`config.mk`:
```
export PLATFORM = sky130hd
export DESIGN_NAME = seg_readback
export DESIGN_NICKNAME = d
export VERILOG_FILES = /design/src/rtl/seg_readback.sv
export SDC_FILE = /design/constraint.sdc
export NUM_CORES = 1
export LEC_CHECK = 0
export BUFFER_PORTS_ARGS = -buffer_cell sky130_fd_sc_hd__buf_4
export CORE_ASPECT_RATIO = 0.7
export CORE_MARGIN = 2
export CORE_UTILIZATION = 32
export CTS_BUF_LIST = sky130_fd_sc_hd__clkbuf_4 sky130_fd_sc_hd__clkbuf_8
export DETAILED_ROUTE_END_ITERATION = 6
export PLACE_DENSITY = 0.53
export RECOVER_POWER = 50
export SLEW_MARGIN = 0
export SYNTH_ARGS = -nofsm -noshare
export SYNTH_HDL_FRONTEND = slang
export SYNTH_SLANG_ARGS = --single-unit
```
`constraint.sdc`:
```
create_clock -name clk -period 3.5 [get_ports clk]
set_clock_uncertainty 0.1 [all_clocks]
set_input_delay 0.175 -clock clk [delete_from_list [all_inputs] [get_ports clk]]
set_output_delay 0.175 -clock clk [all_outputs]
set_load 0.01 [all_outputs]
```
`src/rtl/seg_readback.sv`:
```
// seg_readback
// Recovers the two digits shown on a time-multiplexed, active-low, dual-digit
// seven-segment bus. The bus is asynchronous, so all nine lines are passed
// through a two-flop synchronizer. A run-length counter then waits for the
// {an_in, segs_in} value to settle before it is decoded into the digit that
// the active anode selects.
//
// Ports
//   clk      in   system clock
//   nreset   in   asynchronous active-low reset
//   segs_in  in   [6:0] active-low segments, bit6=a ... bit0=g (0 = lit)
//   an_in    in   [1:0] active-low anodes, an_in[0]=digit0, an_in[1]=digit1
//   digit0   out  [3:0] last decoded value for digit0 (4'hF = blank)
//   digit1   out  [3:0] last decoded value for digit1 (4'hF = blank)
//   valid0   out  digit0 holds a legal decimal value
//   valid1   out  digit1 holds a legal decimal value
//   upd      out  one-cycle pulse when a capture updates a digit
//   err      out  one-cycle pulse on an illegal pattern or both anodes active
module seg_readback #(
  parameter int STABLE_CYCLES = 4,
  parameter int CNT_W         = 8
) (
  input  logic       clk,
  input  logic       nreset,
  input  logic [6:0] segs_in,
  input  logic [1:0] an_in,
  output logic [3:0] digit0,
  output logic [3:0] digit1,
  output logic       valid0,
  output logic       valid1,
  output logic       upd,
  output logic       err
);

  localparam logic [CNT_W-1:0] CntSat  = CNT_W'(STABLE_CYCLES);
  localparam logic [CNT_W-1:0] CntFire = CNT_W'(STABLE_CYCLES - 1);

  logic [8:0]       sync1_q, sync2_q, sPrev_q;
  logic [CNT_W-1:0] runCnt_q, runCnt_d;
  logic             taken_q, taken_d;
  logic [3:0]       digit0_q, digit0_d, digit1_q, digit1_d;
  logic             valid0_q, valid0_d, valid1_q, valid1_d;
  logic             upd_q, upd_d, err_q, err_d;

  logic             capture;
  logic             changed;
  logic [1:0]       capAn;
  logic [6:0]       capSegs;
  logic             capLegal;
  logic             capBlank;
  logic [3:0]       capValue;

  // Inverse of the digit-to-segment mapping; returns {legal, value}.
  function automatic logic [4:0] decodeSegs(input logic [6:0] p);
    case (p)
      7'b0000001: decodeSegs = {1'b1, 4'd0};
      7'b1001111: decodeSegs = {1'b1, 4'd1};
      7'b0010010: decodeSegs = {1'b1, 4'd2};
      7'b0000110: decodeSegs = {1'b1, 4'd3};
      7'b1001100: decodeSegs = {1'b1, 4'd4};
      7'b0100100: decodeSegs = {1'b1, 4'd5};
      7'b0100000: decodeSegs = {1'b1, 4'd6};
      7'b0001111: decodeSegs = {1'b1, 4'd7};
      7'b0000000: decodeSegs = {1'b1, 4'd8};
      7'b0001100: decodeSegs = {1'b1, 4'd9};
      default:    decodeSegs = {1'b0, 4'd0};
    endcase
  endfunction

  assign changed  = (sync2_q != sPrev_q);
  assign capAn    = sync2_q[8:7];
  assign capSegs  = sync2_q[6:0];
  assign capBlank = (capSegs == 7'b1111111);
  assign {capLegal, capValue} = decodeSegs(capSegs);

  // The counter value is checked one short of the target because the edge
  // that fires is itself the final stable cycle of the window.
  assign capture = (runCnt_q == CntFire) && !changed && !taken_q;

  // Next-state: run-length tracking plus the capture decode.
  always_comb begin
    runCnt_d = runCnt_q;
    taken_d  = taken_q;
    digit0_d = digit0_q;
    digit1_d = digit1_q;
    valid0_d = valid0_q;
    valid1_d = valid1_q;
    upd_d    = 1'b0;
    err_d    = 1'b0;

    if (changed) begin
      runCnt_d = CNT_W'(1);
      taken_d  = 1'b0;
    end else if (runCnt_q != CntSat) begin
      runCnt_d = runCnt_q + CNT_W'(1);
    end

    if (capture) begin
      taken_d = 1'b1;
      case (capAn)
        2'b10: begin
          upd_d = 1'b1;
          if (capLegal) begin
            digit0_d = capValue;
            valid0_d = 1'b1;
          end else if (capBlank) begin
            digit0_d = 4'hF;
            valid0_d = 1'b0;
          end else begin
            valid0_d = 1'b0;
            err_d    = 1'b1;
          end
        end
        2'b01: begin
          upd_d = 1'b1;
          if (capLegal) begin
            digit1_d = capValue;
            valid1_d = 1'b1;
          end else if (capBlank) begin
            digit1_d = 4'hF;
            valid1_d = 1'b0;
          end else begin
            valid1_d = 1'b0;
            err_d    = 1'b1;
          end
        end
        // Both anodes driven at once can never be a legal display state.
        2'b00:   err_d = 1'b1;
        // Blanking gap between multiplex slots.
        default: ;
      endcase
    end
  end

  // State registers; the synchronizer idles at all-ones (nothing lit).
  always_ff @(posedge clk or negedge nreset) begin
    if (!nreset) begin
      sync1_q  <= 9'h1FF;
      sync2_q  <= 9'h1FF;
      sPrev_q  <= 9'h1FF;
      runCnt_q <= '0;
      taken_q  <= 1'b0;
      digit0_q <= 4'h0;
      digit1_q <= 4'h0;
      valid0_q <= 1'b0;
      valid1_q <= 1'b0;
      upd_q    <= 1'b0;
      err_q    <= 1'b0;
    end else begin
      sync1_q  <= {an_in, segs_in};
      sync2_q  <= sync1_q;
      sPrev_q  <= sync2_q;
      runCnt_q <= runCnt_d;
      taken_q  <= taken_d;
      digit0_q <= digit0_d;
      digit1_q <= digit1_d;
      valid0_q <= valid0_d;
      valid1_q <= valid1_d;
      upd_q    <= upd_d;
      err_q    <= err_d;
    end
  end

  assign digit0 = digit0_q;
  assign digit1 = digit1_q;
  assign valid0 = valid0_q;
  assign valid1 = valid1_q;
  assign upd    = upd_q;
  assign err    = err_q;

endmodule

```
==> flow_summary.yaml, run 1 <==
outcome:
  status: "complete, no violations"
global_routing:
  grt_overflow: 0
  grt_antenna_before_repair: 0
  grt_pass1_vias: 1318
  grt_usage: 0.112
  grt_max_degree: 49
  grt_pass1_wl_mm: 6.42
yosys:
  synthTopCellsByArea: "dfstp_2 33%, dfrtp_1 24%, xnor2_1 5.3%"
  synthesis.nets: 202
  ys_warn_count: 0
  synth-async-reset-ratio: 1.00
  synth_cells: 185
  postSynthAreaPerCell_um2: 11.6
  synth.top_cell.area_share: 0.330
  synth_edf_count: 0
  synth_common_cells: "27 x dfstp_2, 21 x dfrtp_1, 19 x nor2_1"
  ys_ff_latch: 48
  yosysMostFrequentCell: "dfstp_2"
  ys.flop_type: "dfstp_2"
  yosysSeqAreaShare: 0.575
  synth_largest_area_cell: "dfstp_2"
  yosys.cell_types.count: 43
  netlist_area_um2: 2150
floorplanning:
  die_y_um: 72.6
  io-pin-count: 23
  coreArea_um2: 6370
  start_util: 0.337
  die_w_um: 102
  rows: 24
  die-area_um2: 7400
critical_path:
  crit_path_start_kind: "flip-flop"
  crit_slowest_cell: "or4b_1"
  cp_cell_sequence: "ha_1 -> or4b_4 -> nor3_2 -> or4b_1 -> or2_0 -> mux2_4"
  crit_required_ps: 3590
  worst-setup-path-type: "reg -> reg"
  cpPeakStageDelay_ps: 590
  end_kind: "flip-flop"
  worst-path-buf-inv: 0
  cp_max_fo: 8
  arrival_ps: 2890
  cpLargestDelayFamily: "simple AND/OR/NAND/NOR gates"
power_and_ir_drop:
  clkPwrFrac: 0.372
  p_leak_uw: 0.00110
  ir_drop_uv: 237
  swShare: 0.214
  power_density_nw_per_um2: 410
  power_switching_uw: 228
  power_frac_comb: 0.062
  p_int_uw: 836
  seqPwrFrac: 0.565
hold_path:
  min_path_type: "reg -> reg"
routing:
  ant_nets: 0
  vias: 1402
  top_layer_used: "met4"
  drt_iter0_markers: 95
  wl_per_cell_um: 12.4
  dr_wl_met2_mm: 1.42
  drc: 0
  wirelength_mm: 3.78
  first_pass_iters: 4
  wl_met3_um: 240
  viasPerCell: 4.60
  met1Wirelength_mm: 2.06
placed_design:
  dp.cells: 287
  numPortBuffers: 22
  postPlaceCellArea_um2: 2380
  hpwlAfterDp_mm: 2.60
  place.gp.congestion: 0.798
timing:
  whs_ps: 263
  setup_tns_ps: 0
  finalSetupViolCount: 0
  rsz0062_at_grt: "no"
  worstMarginPinSlew_ps: 676
  slew_viol_final: 0
  period_needed_ps: 2800
  maxSlewHeadroom: 0.546
  final_hold_viol_count: 0
  fmax_mhz: 357
  finalCritPeriodShare: 0.801
finish:
  fin_nets: 230
  diodes: 0
  seqCellArea_um2: 1230
  syn_to_final_growth_pct: 20.7
  fill_cells: 629
  final_cells: 305
  drive_gt1_frac: 0.266
  utilization: 0.407
  multiInputGateArea_um2: 831
  stdcell_area_um2: 2590
job:
  max-cap-violations: 0
clock_tree:
  clock-sinks: 48
  cts_buffer_depth: 2
  cts_hold_buf: 10
  clkTransAtPathRegs_ps: 80
  cts_tree: "yes"
  cts_max_level: 2
  cts-root-buf: "clkbuf_8"
  numCtsBuffers: 5
  post-cts-setup-buffers: 0
  worstSkewPairLatency_ps: 300
  post_cts_resized: 0
## placed cells by master, fill, tap and decap left out, types with 2 or more instances in the layout
cell / n
a211oi_1: 3
a31oi_1: 2
and3_1: 3
buf_4: 13
clkbuf_4: 10
clkbuf_8: 5
dfrtp_1: 21
dfstp_1: 9
dfstp_2: 18
dlygate4sd3_1: 10
ha_1: 6
inv_1: 10
mux2_4: 2
nand2_1: 4
nand2b_1: 2
nand3_1: 9
nand4_1: 3
nor2_1: 19
nor3_1: 6
nor4bb_1: 2
o22a_1: 8
o2bb2ai_1: 2
or2_0: 2
or3_1: 4
or3b_2: 2
xnor2_1: 13
xor2_1: 6
## metrics by stage
step	power [uW]	setup WS, ps
3_5_place_dp	673	709
3_3_place_gp	672	766
6_report	1060	696
4_1_cts	1080	701
2_1_floorplan	643	904
5_1_grt	1110	577
## per-layer routing
layer  global-route usage  vias to the layer above
met5                    0                        -
met4               0.0504                        0
met3               0.0376                        5
met2                0.144                       38
met1                0.169                      664
li1                     -                      695
## kinds of logic (layout without fill, tap and decap cells)
family | after synthesis | in the layout | synth area share
compound gates | 27 | 27 | 0.102
xor+xnor | 19 | 19 | 0.0775
fa+ha+maj | 6 | 6 | 0.0349
buf+inv | 21 | 50 | 0.0384
flops | 48 | 48 | 0.575
mux | 2 | 2 | 0.0140
simple gates | 62 | 62 | 0.158
## flip-flops by register name (all words and copies together) (netlist names)
name and flops:
taken_q 1, upd 1, sync2_q 9, runCnt_q 8, valid1 1, err 1, valid0 1, digit0 4
sync1_q 9, sPrev_q 9, digit1 4
## worst register-to-register path, stage by stage, from the launching register on
cell and delay (ps):
dfrtp_1 440, ha_1 260, or4b_4 490, nor3_2 110
or4b_1 590, or2_0 360, mux2_4 330
## power by group through the flow
stage	registers, uW	clock network (uW)	logic, uW
after global placement	614	0	58.2
after global routing	605	432	74.8
after detailed placement	614	0	58.9
after CTS	604	412	67.9
after floorplan	600	0	43.0
final	601	396	66.3
## final timing paths
path,cells past startpoint,endpoint,slack [ps],startpoint
max,6,valid0,700,runCnt_q[0]
min,0,sync2_q[5],260,sync1_q[5]
max reg2reg,6,valid0,700,runCnt_q[0]
min reg2reg,0,sync2_q[5],260,sync1_q[5]
max in group asynchronous,2,sync1_q[1],2560,nreset
min in group asynchronous,2,digit0[0],330,nreset
## final cells by class
cell class                      instances  area share
Tap cell                               91      0.0439
Timing Repair Buffer                   32       0.102
Multi-Input combinational cell        116       0.320
Clock buffer                            6      0.0294
Inverter                               10      0.0145
Clock inverter                          2      0.0135
Sequential cell                        48       0.476
No activity file was read; power rests on OpenSTA's default activity.
==> run 2, diff against run 1 <==
- PLACE_DENSITY: 0.53 -> 0.54
- clock period: 3.5 -> 2.5 ns (I/O delays scaled with it)
==> run 2 against run 1 <==
Worst hold slack worse by 7.6 ps. Wire length up 6.4%. Die area unchanged. Core utilization up 2.8 points. Combinational power up 72%. Flip-flop and latch count unchanged. Critical path depth unchanged. Largest cell class unchanged. Clock power up 52%. Final area up 6.8%. First-iteration DRC count down 40%. Fmax up 17%.
==> flow_summary.yaml, run 2 (synthesized netlist as in run 1, its figures left out) <==
floorplanning:
  coreArea_um2: 6370
  rows: 24
  start_util: 0.337
  die_y_um: 72.6
  die-area_um2: 7400
  die_w_um: 102
  io-pin-count: 23
power_and_ir_drop:
  power_switching_uw: 323
  p_leak_uw: 0.00119
  power_density_nw_per_um2: 558
  seqPwrFrac: 0.538
  p_int_uw: 1220
  power_frac_comb: 0.074
  clkPwrFrac: 0.388
  swShare: 0.209
  fin_total_pwr_uw: 1550
  ir_drop_uv: 334
critical_path:
  arrival_ps: 2480
  cpLargestDelayFamily: "simple AND/OR/NAND/NOR gates"
  crit_path_start_kind: "flip-flop"
  cp_max_fo: 4
  cp_cell_sequence: "ha_2 -> or4b_4 -> nor3_2 -> or4b_4 -> or2_4 -> mux2_4"
  path_common_cell: "or4b_4"
  cpPeakStageDelay_ps: 510
  worst-path-buf-inv: 0
  crit_slowest_cell: "or4b_4"
  end_kind: "flip-flop"
  crit_required_ps: 2580
  worst-setup-path-type: "reg -> reg"
timing:
  final_hold_viol_count: 0
  rsz0062_at_grt: "yes"
  finalSetupViolCount: 0
  period_needed_ps: 2400
  maxSlewHeadroom: 0.600
  finalCritPeriodShare: 0.960
  fmax_mhz: 417
  slew_viol_final: 0
  worstMarginPinSlew_ps: 600
clock_tree:
  cts_max_level: 2
  cts_buffer_depth: 2
  cts_tree: "yes"
  worstSkewPairLatency_ps: 290
  numCtsBuffers: 5
  cts-root-buf: "clkbuf_8"
  clkTransAtPathRegs_ps: 90
  clock-sinks: 48
finish:
  stdcell_area_um2: 2770
  fin_nets: 246
  final_common_cell: "buf_4"
  reg_top3: "sPrev_q (9), sync1_q (9), sync2_q (9)"
  diodes: 0
  final_cell_mix: "29 x buf_4, 23 x dfstp_2, 21 x dfrtp_1"
  syn_to_final_growth_pct: 28.9
  drive_gt1_frac: 0.370
  final_cells: 321
  utilization: 0.435
placed_design:
  postPlaceCellArea_um2: 2500
  numPortBuffers: 22
  dp.cells: 303
  hpwlAfterDp_mm: 2.78
  place.gp.congestion: 0.780
routing:
  first_pass_iters: 4
  ant_nets: 0
  wl_per_cell_um: 12.5
  vias: 1459
  drc: 0
  wirelength_mm: 4.02
  viasPerCell: 4.55
  drt_iter0_markers: 57
outcome:
  status: "complete, no violations"
global_routing:
  grt_antenna_before_repair: 0
  grt_overflow: 0
  grt_pass1_vias: 1402
  grt_pass1_wl_mm: 6.86
  grt_usage: 0.120
  grt_max_degree: 49
job:
  max-cap-violations: 0
hold_path:
  min_path_type: "reg -> reg"
run 2: cell count changes in the layout (fill, tap and decap cells not counted), sizes merged:
cell,change
buf,+16
clkinv,-1
clkbuf,+1
run 2: repair_timing:
action / in CTS / in global routing
setup buffers: 0 / 0
setup endpoints to repair: 6 / 9
gates resized for setup: 2 / 9
hold buffers: 10 / 0
endpoints found under the hold margin: 30 / 0
run 2: per-layer routing:
metal	global-route usage	up-vias	part of all wire
met3	0.0366	2	0.048
met1	0.182	703	0.54
met5	0	-	0
li1	-	720	-
met2	0.161	34	0.40
met4	0.0400	0	0.0067
run 2: power by group through the flow:
| stage | registers (uW) | clock network [uW] | logic (uW) |
|---|---|---|---|
| detailed placement | 847 | 0 | 101 |
| CTS | 834 | 627 | 114 |
| global placement | 846 | 0 | 101 |
| finish | 832 | 600 | 114 |
| floorplan | 840 | 0 | 60.2 |
| global route | 835 | 655 | 128 |
run 2: cell type report:
type	instances	area, um2
inverters	10	37.5
repair buffers	48	385
fillers	637	3600
flip-flops and latches	48	1230
multi-input cells	116	872
well taps	91	114
clock buffers	7	96.3
clock inverters	1	30.0
run 2: final timing paths:
kind / startpoint / end / slack (ps) / cells past startpoint
worst max register to register: runCnt_q[1] / valid1 / 100 / 6
worst min register to register: sync1_q[2] / sync2_q[2] / 260 / 0
worst min-delay path: sync1_q[2] / sync2_q[2] / 260 / 0
min in group asynchronous: nreset / digit0[0] / 270 / 2
worst max-delay path: runCnt_q[1] / valid1 / 100 / 6
max in group asynchronous: nreset / sPrev_q[6] / 1620 / 2
run 2: through the flow:
stage	hold WS [ps]	TNS (ps)	setup WS [ps]
2_1_floorplan	-271	-171	-85.7
3_3_place_gp	73.4	0	23.5
3_5_place_dp	67.3	-156	-44.9
4_1_cts	259	0	0.0266
5_1_grt	262	-16.9	-14.0
6_report	255	0	99.6
==> run 3, diff against run 2 <==
- CORE_ASPECT_RATIO: 0.7 -> default
- clock period: 2.5 -> 2.2 ns (I/O delays scaled with it)
==> run 3 against run 2 <==
The flow now finishes with violations (setup timing). Register-to-register slack got worse by 290 ps. Final cell count did not move. Via count rose by 3.2%. Critical endpoint unchanged. Largest power group unchanged. Highest routed layer unchanged.
==> flow_summary.yaml, run 3 (synthesized netlist as in run 1, its figures left out) <==
timing:
  maxSlewHeadroom: 0.253
  worstMarginPinSlew_ps: 1120
  period_needed_ps: 2390
  layout_setup_ws_ps: -187
  fmax_mhz: 419
  finalSetupViolCount: 11
  slew_viol_final: 0
  final_hold_viol_count: 0
  setup_tns_ps: -1450
  finalCritPeriodShare: 1.08
  rsz0062_at_grt: "yes"
power_and_ir_drop:
  fin_total_pwr_uw: 1730
  ir_drop_uv: 318
  power_density_nw_per_um2: 605
  p_leak_uw: 0.00126
clock_tree:
  numCtsBuffers: 5
  worstSkewPairLatency_ps: 300
  cts_tree: "yes"
  cts_buffer_depth: 2
  clkTransAtPathRegs_ps: 90
  clock-sinks: 48
  cts-root-buf: "clkbuf_8"
  cts_max_level: 2
global_routing:
  grt_pass1_vias: 1526
  grt_usage: 0.119
  grt_pass1_wl_mm: 7.00
  grt_overflow: 0
  grt_max_degree: 49
  grt_antenna_before_repair: 0
finish:
  reg_top3: "sPrev_q (9), sync1_q (9), sync2_q (9)"
  final_cell_mix: "39 x buf_4, 25 x dfstp_2, 21 x dfrtp_1"
  diodes: 0
  drive_gt1_frac: 0.430
  multiInputGateArea_um2: 882
  fill_cells: 602
  fin_nets: 260
  final_common_cell: "buf_4"
  syn_to_final_growth_pct: 33.1
  seqCellArea_um2: 1230
floorplanning:
  die_w_um: 85.9
  start_util: 0.335
  die-area_um2: 7380
  io-pin-count: 23
  die_y_um: 85.9
  coreArea_um2: 6420
  rows: 29
placed_design:
  numPortBuffers: 22
  place.gp.congestion: 0.855
  hpwlAfterDp_mm: 2.77
routing:
  viasPerCell: 4.69
  ant_nets: 0
  first_pass_iters: 4
  wl_per_cell_um: 12.0
  wirelength_mm: 3.85
  vias: 1505
  drc: 0
  drt_iter0_markers: 58
critical_path:
  arrival_ps: 2480
  worst-setup-path-type: "reg -> reg"
  crit_path_start_kind: "flip-flop"
  cp_max_fo: 4
  end_kind: "flip-flop"
  crit_required_ps: 2290
hold_path:
  min_path_type: "reg -> reg"
outcome:
  violations: "setup timing"
  status: "finished, violations left"
job:
  max-cap-violations: 0
run 3: worst max-delay path, stage by stage, from the launching register on:
cell and delay (ps):
dfrtp_1 370, ha_2 170, or4b_4 460, nor3_2 100, or4b_4 500, or2_4 270
mux2_4 290
run 3: path summary, 6_finish.rpt:
check | start | to | slack [ps] | depth (start not counted)
max in group asynchronous | nreset | runCnt_q[1] | 870 | 2
min in group asynchronous | nreset | digit0[0] | 440 | 2
worst min register to register | sync1_q[1] | sync2_q[1] | 260 | 0
worst max register to register | runCnt_q[0] | valid1 | -190 | 6
worst max-delay path | runCnt_q[0] | valid1 | -190 | 6
worst min-delay path | sync1_q[1] | sync2_q[1] | 260 | 0
run 3: report_power, final:
part	total, uW	switching, uW	internal [uW]
Sequential	939	12.8	927
Clock	645	302	342
Combinational	146	74.9	71.4
Total	1730	390	1340
run 3: repair_timing:
item,in CTS,in global routing
endpoints found under the hold margin,30,0
pin swaps,3,0
gates resized for setup,9,7
hold buffers,10,0
buffers inserted,0,0
setup endpoints to repair,10,11
run 3: metrics by stage:
step	instance area, um2	std cells	util	setup slack, ps	hold WS [ps]
floorplan	2150	185	-	-386	-286
global placement	2590	303	0.404	-218	52.6
detailed placement	2590	303	0.404	-266	51.1
CTS	2840	321	0.441	-206	258
global route	2860	321	0.445	-295	264
finish	2860	321	0.445	-187	256
run 3: layout make-up:
cell class	count	share of cell area
inverter	10	0.0131
timing repair buffer	62	0.172
tap	77	0.0337
clock buffer	5	0.0241
multi-input combinational	116	0.309
clock inverter	3	0.0166
sequential	48	0.432
run 3: layer usage:
metal	global-route usage	vias up	wire length [um]
li1	-	755	-
met1	0.152	718	1800
met2	0.199	26	1830
met3	0.0308	6	158
met4	0.0346	0	49
met5	0	-	0
